<file path="config.mk">
export PLATFORM = sky130hd
export DESIGN_NAME = seg_display_scanner_flat
export DESIGN_NICKNAME = d
export VERILOG_FILES = /design/src/rtl/seg_display_scanner_if.sv /design/src/rtl/seg_display_scanner.sv /design/src/flat_wrapper.sv
export SDC_FILE = /design/constraint.sdc
export NUM_CORES = 1
export LEC_CHECK = 0
export ABC_AREA = 1
export BUFFER_PORTS_ARGS = -buffer_cell sky130_fd_sc_hd__buf_2
export CORE_MARGIN = 3
export CORE_UTILIZATION = 60
export DETAILED_ROUTE_END_ITERATION = 16
export HOLD_SLACK_MARGIN = 0.1
export PLACE_DENSITY = 0.86
export SETUP_SLACK_MARGIN = 0.4
export SLEW_MARGIN = 20
export SYNTH_ARGS = -nofsm -noshare
export SYNTH_HDL_FRONTEND = slang
export SYNTH_SLANG_ARGS = --single-unit
export TNS_END_PERCENT = 1
</file>
<file path="constraint.sdc">
create_clock -name clock -period 2.5 [get_ports clock]
set_input_delay 0.25 -clock clock [delete_from_list [all_inputs] [get_ports clock]]
set_output_delay 0.25 -clock clock [all_outputs]
set_load 0.005 [all_outputs]
</file>
<file path="src/rtl/seg_display_scanner_if.sv">
// seg_display_scanner_if
//   Bundles the signals between the syscall controller and the seven-segment
//   display scanner.
//   master : controller side, drives value/valueValid/blankLeading/halted and
//            observes the display drive and the frame pulse.
//   slave  : scanner side.
//   Signals:
//     value[31:0]   value to display
//     valueValid    single-cycle capture strobe for value
//     blankLeading  1 = blank leading zero digits
//     halted        1 = CPU halted, lights dp of digit 0
//     anode[7:0]    digit select, active-low
//     segment[7:0]  segment drive, active-low, bit0..6 = a..g, bit7 = dp
//     frameDone     one-cycle pulse at each frame wrap
interface seg_display_scanner_if;
   logic [31:0] value;
   logic        valueValid;
   logic        blankLeading;
   logic        halted;
   logic [7:0]  anode;
   logic [7:0]  segment;
   logic        frameDone;

   modport master (
      output value, valueValid, blankLeading, halted,
      input  anode, segment, frameDone
   );

   modport slave (
      input  value, valueValid, blankLeading, halted,
      output anode, segment, frameDone
   );
endinterface

</file>
<file path="src/rtl/seg_display_scanner.sv">
// seg_display_scanner
//   Scans an 8-digit common-anode seven-segment display in hexadecimal.
//   A captured value is held back until the end of the current scan frame so
//   a single frame never mixes two values. Supports leading-zero blanking and
//   shows the CPU halt state on the decimal point of digit 0.
//   Ports:
//     clock  system clock, rising edge
//     reset  asynchronous active-low reset
//     bus    seg_display_scanner_if.slave (value in, display drive out)
//   Parameter:
//     SCAN_DIV  clock cycles per digit slot, 2 .. 2**20
module seg_display_scanner #(
   parameter int unsigned SCAN_DIV = 100000
) (
   input  logic                 clock,
   input  logic                 reset,
   seg_display_scanner_if.slave bus
);

   localparam int unsigned CNT_W = (SCAN_DIV > 2) ? $clog2(SCAN_DIV) : 1;
   localparam logic [CNT_W-1:0] CNT_LAST = CNT_W'(SCAN_DIV - 1);

   logic [CNT_W-1:0] prescale_reg, prescale_next;
   logic [2:0]       digit_reg, digit_next;
   logic [31:0]      shown_reg, shown_next;
   logic [31:0]      pending_reg, pending_next;
   logic             pending_flag_reg, pending_flag_next;
   logic [7:0]       anode_reg, anode_next;
   logic [7:0]       segment_reg, segment_next;
   logic             frame_done_reg, frame_done_next;

   logic             tick;
   logic             boundary;
   logic [7:0]       lead_zero;
   logic [3:0]       nibble;
   logic [6:0]       pattern;
   logic             blank;

   assign tick     = (prescale_reg == CNT_LAST);
   assign boundary = tick && (digit_reg == 3'd7);

   // lead_zero[i]: every nibble from digit i upward is zero. Digit 0 is never
   // considered blankable so a zero value still shows a single "0".
   assign lead_zero[0] = 1'b0;
   generate
      for (genvar gi = 1; gi < 8; gi++) begin : g_lead_zero
         assign lead_zero[gi] = ~|shown_reg[31:4*gi];
      end
   endgenerate

   // Scan timing and the frame-synchronous value hand-over.
   always_comb begin
      prescale_next     = tick ? '0 : prescale_reg + CNT_W'(1);
      digit_next        = tick ? digit_reg + 3'd1 : digit_reg;
      shown_next        = shown_reg;
      pending_next      = pending_reg;
      pending_flag_next = pending_flag_reg;
      frame_done_next   = boundary;
      if (boundary) begin
         // A strobe on the boundary cycle is newer than anything pending.
         if (bus.valueValid) begin
            shown_next        = bus.value;
            pending_flag_next = 1'b0;
         end else if (pending_flag_reg) begin
            shown_next        = pending_reg;
            pending_flag_next = 1'b0;
         end
      end else if (bus.valueValid) begin
         pending_next      = bus.value;
         pending_flag_next = 1'b1;
      end
   end

   assign nibble = shown_reg[{digit_reg, 2'b00} +: 4];
   assign blank  = bus.blankLeading && lead_zero[digit_reg];

   // Active-low a..g patterns; the dp bit is appended separately.
   always_comb begin
      pattern = 7'h7F;
      case (nibble)
         4'h0: pattern = 7'h40;
         4'h1: pattern = 7'h79;
         4'h2: pattern = 7'h24;
         4'h3: pattern = 7'h30;
         4'h4: pattern = 7'h19;
         4'h5: pattern = 7'h12;
         4'h6: pattern = 7'h02;
         4'h7: pattern = 7'h78;
         4'h8: pattern = 7'h00;
         4'h9: pattern = 7'h10;
         4'hA: pattern = 7'h08;
         4'hB: pattern = 7'h03;
         4'hC: pattern = 7'h46;
         4'hD: pattern = 7'h21;
         4'hE: pattern = 7'h06;
         4'hF: pattern = 7'h0E;
         default: pattern = 7'h7F;
      endcase
   end

   // Output drive reflects the current digit/shown state one clock later.
   always_comb begin
      anode_next   = ~(8'b1 << digit_reg);
      segment_next = {~((digit_reg == 3'd0) && bus.halted),
                      blank ? 7'h7F : pattern};
   end

   always_ff @(posedge clock or negedge reset) begin
      if (!reset) begin
         prescale_reg     <= '0;
         digit_reg        <= 3'd0;
         shown_reg        <= 32'd0;
         pending_reg      <= 32'd0;
         pending_flag_reg <= 1'b0;
         anode_reg        <= 8'hFF;
         segment_reg      <= 8'hFF;
         frame_done_reg   <= 1'b0;
      end else begin
         prescale_reg     <= prescale_next;
         digit_reg        <= digit_next;
         shown_reg        <= shown_next;
         pending_reg      <= pending_next;
         pending_flag_reg <= pending_flag_next;
         anode_reg        <= anode_next;
         segment_reg      <= segment_next;
         frame_done_reg   <= frame_done_next;
      end
   end

   assign bus.anode     = anode_reg;
   assign bus.segment   = segment_reg;
   assign bus.frameDone = frame_done_reg;

endmodule

</file>
<file path="src/flat_wrapper.sv">
// flat-port wrapper written by rule: the top's interface ports become plain ports
module seg_display_scanner_flat 
#(
   parameter int unsigned SCAN_DIV = 100000
)
  (clock, reset, bus_value, bus_valueValid, bus_blankLeading, bus_halted, bus_anode, bus_segment, bus_frameDone);
  seg_display_scanner_if bus_i ();
  input  logic clock;
  input  logic reset;
  input wire logic [$bits(bus_i.value)-1:0] bus_value;
  input wire logic [$bits(bus_i.valueValid)-1:0] bus_valueValid;
  input wire logic [$bits(bus_i.blankLeading)-1:0] bus_blankLeading;
  input wire logic [$bits(bus_i.halted)-1:0] bus_halted;
  output wire logic [$bits(bus_i.anode)-1:0] bus_anode;
  output wire logic [$bits(bus_i.segment)-1:0] bus_segment;
  output wire logic [$bits(bus_i.frameDone)-1:0] bus_frameDone;
  assign bus_i.value = bus_value;
  assign bus_i.valueValid = bus_valueValid;
  assign bus_i.blankLeading = bus_blankLeading;
  assign bus_i.halted = bus_halted;
  assign bus_anode = bus_i.anode;
  assign bus_segment = bus_i.segment;
  assign bus_frameDone = bus_i.frameDone;
  seg_display_scanner #(.SCAN_DIV(SCAN_DIV)) u_core (.clock(clock), .reset(reset), .bus(bus_i));
endmodule
</file>
After elaboration in Yosys (flattened, before gate mapping)
Memory sizes are Yosys's and may differ from the RTL's.
Cells that the tools add are included.
{"block": "op_classes", "magnitude_cmp": 1, "reduce_logical": 22, "add_sub_neg": 2, "bitwise": 3, "muxes": 8, "shift": 2, "n_eq_ne": 2}
{"op": "32-bit two-way mux", "n": 2}
{"op": "32-bit by 6-bit indexed part select with 4-bit output", "n": 1}
{"op": "28-bit OR reduction", "n": 1}
{"op": "24-bit OR reduction", "n": 1}
{"op": "20-bit OR reduction", "n": 1}
{"op": "17-bit by 1-bit adder with 17-bit output, second input constant", "n": 1}
{"op": "17-bit equality test, second input constant", "n": 1}
{"op": "17-bit two-way mux", "n": 1}
{"op": "16-bit OR reduction", "n": 1}
{"op": "12-bit OR reduction", "n": 1}
{"op": "8-bit inverter", "n": 1}
{"op": "8-bit OR reduction", "n": 1}
{"op": "1-bit by 3-bit left shift with 8-bit output, first input constant", "n": 1}
{"op": "1-bit logical NOT", "n": 7}
{"op": "7-bit two-way mux", "n": 1}
{"op": "3-bit by 4-bit less-than comparator with 1-bit output, second input constant", "n": 1}
{"op": "2-bit AND reduction", "n": 2}
{"op": "2-bit nonzero test", "n": 2}
{"op": "4-bit OR reduction", "n": 1}
{"op": "3-bit by 1-bit adder with 3-bit output, second input constant", "n": 1}
{"op": "1-bit binary-select mux with 3-bit select", "n": 1}
{"op": "3-bit equality test, second input constant", "n": 1}
{"op": "1-bit logical AND", "n": 3}
{"op": "3-bit logical NOT", "n": 1}
{"op": "2 further kinds", "n": 5}
{"block": "totals", "output_inout_bits": 17, "in_bits": 37, "romBits": 112, "register_bits": 102, "memories": 1}
{"name": "(name not given)", "depth": 16, "width": 7, "read_ports": 1, "rd_ports_with_merged_regs": 0, "write_ports": 0, "line": "seg_display_scanner.sv:80", "source": "case (nibble)"}

Logic depth before layout (Yosys ltp)
{"block": "logic_depth", "word_depth": 6, "ltp_mapped": 12}

Worst setup path before layout
Ideal clock, no wire load.
{"block": "synth_path", "kind": "reg2reg", "startpoint": "reg u_core.digit_reg[0]", "endpoint": "reg u_core.segment_reg[5] (netlist: u_core.bus.segment[5])", "period_less_slack_ps": 1774, "slack_ps": 726, "path_stages_with_launch": 12, "t_arrival_ps": 1688, "path_cell_list": "dfrtp_1 -> buf_2 -> buf_2 -> o211ai_1 -> nand3_1 -> nand2_1 -> inv_1 -> ha_1 -> nand3_1 -> nand2_1 -> nand2_1 -> nand3_1"}
{"block": "synth_via", "elab_chain_len": 4}
{"element": "from (decl)", "line": "seg_display_scanner.sv:24", "source": "logic [2:0] digit_reg, digit_next;"}
{"element": "from (signal assigned)", "line": "seg_display_scanner.sv:120", "source": "digit_reg <= digit_next;"}
{"element": "branches (longest 3 deep; another with memory 16 x 7 bit)"}
{"element": "7-bit two-way mux (*)", "line": "seg_display_scanner.sv:105", "source": "blank ? 7'h7F : pattern};"}
{"element": "net u_core.segment_next[5]", "line": "seg_display_scanner.sv:29", "source": "logic [7:0] segment_reg, segment_next;"}
{"element": "to (signal assigned)", "line": "seg_display_scanner.sv:125", "source": "segment_reg <= segment_next;"}
{"element": "to (decl)", "line": "seg_display_scanner.sv:29"}
Mark *: on every way through the listed nets, which the timed path passes. The select of a mux whose other input is x is not followed.
A chain may end at the register's enable or synchronous reset.

Final worst setup path
{"block": "layout_path", "startpoint": "reg u_core.digit_reg[1]", "endpoint": "reg u_core.shown_reg[4]"}
{"block": "layout_via", "elab_chain_len": 3}
{"element": "3-bit equality test", "line": "seg_display_scanner.sv:40", "source": "assign boundary = tick && (digit_reg == 3'd7);"}
{"element": "1-bit logical AND", "line": "seg_display_scanner.sv:40"}
{"element": "2-bit AND reduction (no source line)"}
{"element": "to (signal assigned)", "line": "seg_display_scanner.sv:121", "source": "shown_reg <= shown_next;"}
{"element": "to (decl)", "line": "seg_display_scanner.sv:25", "source": "logic [31:0] shown_reg, shown_next;"}
No other way between the ends.

==> flow_summary.toml <==
[synthesis]
yosys_warnings = 0
synth_cells = 700
ys_seq_area_share_pct = 46.3
ys_seq_elements = 102
synth_nets = 750
synth_area_per_cell_um2 = 7.94
syn_area_um2 = 5560
synth_cell_types = 35

[critical_path]
crit_buf_inv = 2
reg2reg_from = "u_core.digit_reg[1]"
cp.required_ns = 2.78
crit_end = "u_core.shown_reg[4]"
worst-r2r-setup-slack_ns = 0.49
path_class = "reg2reg"
crit_path_start = "u_core.digit_reg[1]"
cp.arrival_ns = 2.28
reg2reg_to = "u_core.shown_reg[4]"
cp_cell_sequence = "ha_1 > ha_1 > buf_4 > nand4_1 > nand2_1 > inv_1"
worstSetupEndpointType = "register"
reg2regPathDepth = 6
crit_cells = 6
setup.worst_path.start_class = "register"
crit_fanout = 19
slowest_stage = "dfrtp_2"
slowest_delay_ns = 0.56
cpMostUsedCell = "ha_1"
crit_family = "adder cells"

[sta]
fin_crit_sh_pct = 80.2
setup_viol = 0
fmax_mhz = 498
grt_setup_unrepaired = "yes"
layout_min_cycle_time_ns = 2.01
tightest_slew_ns = 0.822
finalHoldViolCount = 0
tns_ns = 0
slew_headroom_pct = 45.2
skew_ns = 0.0173
slew_viol_final = 0

[global_route]
grt-ovfl-total = 0
grt_usage_pct = 23.4
grt_pass1_vias = 4258
grt_max_degree = 66
grt_pass1_wl_um = 19500
antenna_found_initial = 0

[floorplanning]
core_um2 = 8850
dieArea_um2 = 10500
rows = 34
die_h_um = 102
start_util_pct = 62.8
die_x_um = 102
ioPinCount = 54

[detailed_routing]
avgRoutedWirePerCell_um = 13.6
viasPerCell = 5.39
drt_iter0_drc = 347
routed_wl_um = 11700
via_count = 4634
drcViolationCount = 0
ant_nets = 0
drt-pass1-iter-count = 5

[finish]
final_common_cell = "nand2_1"
layout_common_cells = "nand2_1 (225), inv_1 (98), dfrtp_1 (85)"
drive_gt1_share_pct = 14.9
ff_latch_area_um2 = 2570
final_nets = 796
area_delta_synth_final_pct = 10.2
num-fill-cells = 715
diodes = 0
multi_input_area_um2 = 2400
finalInstanceArea_um2 = 6120

[placement]
dpl_cell_area_um2 = 5810
dp_hpwl_um = 8210
io_buffers = 53
place.gp.congestion = 0.912

[clock_network]
cts.htree.levels = 3
clock_latency_ns = 0.38
cts_root_buf = "clkbuf_8"
cts_buffer_depth = 2
clk_pin_slew_ns = 0.11
cts.sinks = 102
cts_tree = "done"
numCtsBuffers = 9

[pwr]
irDropWorstVdd_v = 0.000376
p_per_area_nw_per_um2 = 494
p_leak_uw = 0.00321
finalPower_uw = 3030

[hold_path]
holdCritPathClass = "in2reg"

[run]
cap_violations = 0

[status]
outcome = "completed"
[worst min-delay path, delay by kind of cell]
family	cells	cell delay, ns
buf+inv	1	0.09
simple gates	2	0.13
[per-stage QoR]
| stage | instances | hold slack (ns) | worst slack [ns] | util, % |
|---|---|---|---|---|
| after detailed placement | 834 | 0.299 | 0.328 | 65.7 |
| after global placement | 834 | 0.286 | 0.410 | 65.7 |
| after CTS | 855 | 0.101 | 0.425 | 68.7 |
| after global routing | 859 | 0.113 | 0.296 | 69.2 |
| after floorplan | 700 | -0.0456 | 0.726 | - |
| final | 859 | 0.117 | 0.494 | 69.2 |
[cells in the mapped netlist (all sizes together)]
cell type,instances,area share [%]
nor2,31,2.1
ha,13,2.9
nand4,43,4.8
buf,27,3.4
mux2i,32,5.8
xor2,6,0.95
or2,2,0.23
nor4,1,0.11
a21oi,4,0.36
inv,103,7.0
o21bai,1,0.14
and2,1,0.14
and3,1,0.11
dfrtp,86,39
o21ai,8,0.72
nor3,5,0.54
nand2,228,16
clkbuf,8,0.56
nand3b,1,0.14
o211ai,2,0.27
a21boi,1,0.14
nand3,80,7.4
dfstp,16,7.6
[where the power goes]
group          internal, uW  switching (uW)
Sequential             1700            24.0
Clock                   487             614
Combinational          84.1             121
[layout make-up]
type / instances / area share, %
Inverter: 103 / 6.38
Sequential cell: 102 / 42.0
Multi-Input combinational cell: 461 / 39.2
Clock buffer: 9 / 2.02
Timing Repair Buffer: 69 / 6.74
Clock inverter: 7 / 1.47
Tap cell: 108 / 2.21
[per-layer routing]
metal	vias up	global-route usage, %	wire (um)
met1	2192	32.5	5290
met5	-	0	0
met4	0	5.75	166
met2	125	38.1	5630
li1	2303	-	-
met3	14	4.64	584
[worst min-delay path by stage]
stage / start / slack (ns) / cells after the start / endpoint
after CTS: bus_value[18] / 0.10 / 3 / u_core.pending_reg[18]
after floorplan: reset / -0.05 / 0 / u_core.bus.frameDone
after global routing: bus_value[6] / 0.11 / 3 / u_core.pending_reg[6]
after detailed placement: reset / 0.30 / 1 / u_core.prescale_reg[11]
after global placement: reset / 0.29 / 1 / u_core.prescale_reg[9]
final: bus_value[3] / 0.12 / 3 / u_core.pending_reg[3]
[timing repair]
action,4_1_cts,5_1_grt
cloned,0,1
resized for setup,2,2
pin swaps,1,0
buffers inserted,0,3
setup endpoints to repair,35,54
hold endpoints to repair,33,0
hold buffers,5,0
[cells by family (layout without fill, tap and decap cells)]
logic type / Yosys count / count (layout) / share of synthesized area [%]
xor+xnor: 6 / 6 / 0.946
flops: 102 / 102 / 46.3
buf+inv: 138 / 188 / 10.9
fa+ha+maj: 13 / 13 / 2.93
mux: 32 / 32 / 5.77
compound gates: 16 / 16 / 1.62
simple gates: 393 / 394 / 31.6
Note: power is estimated with default switching activity, not from simulation.
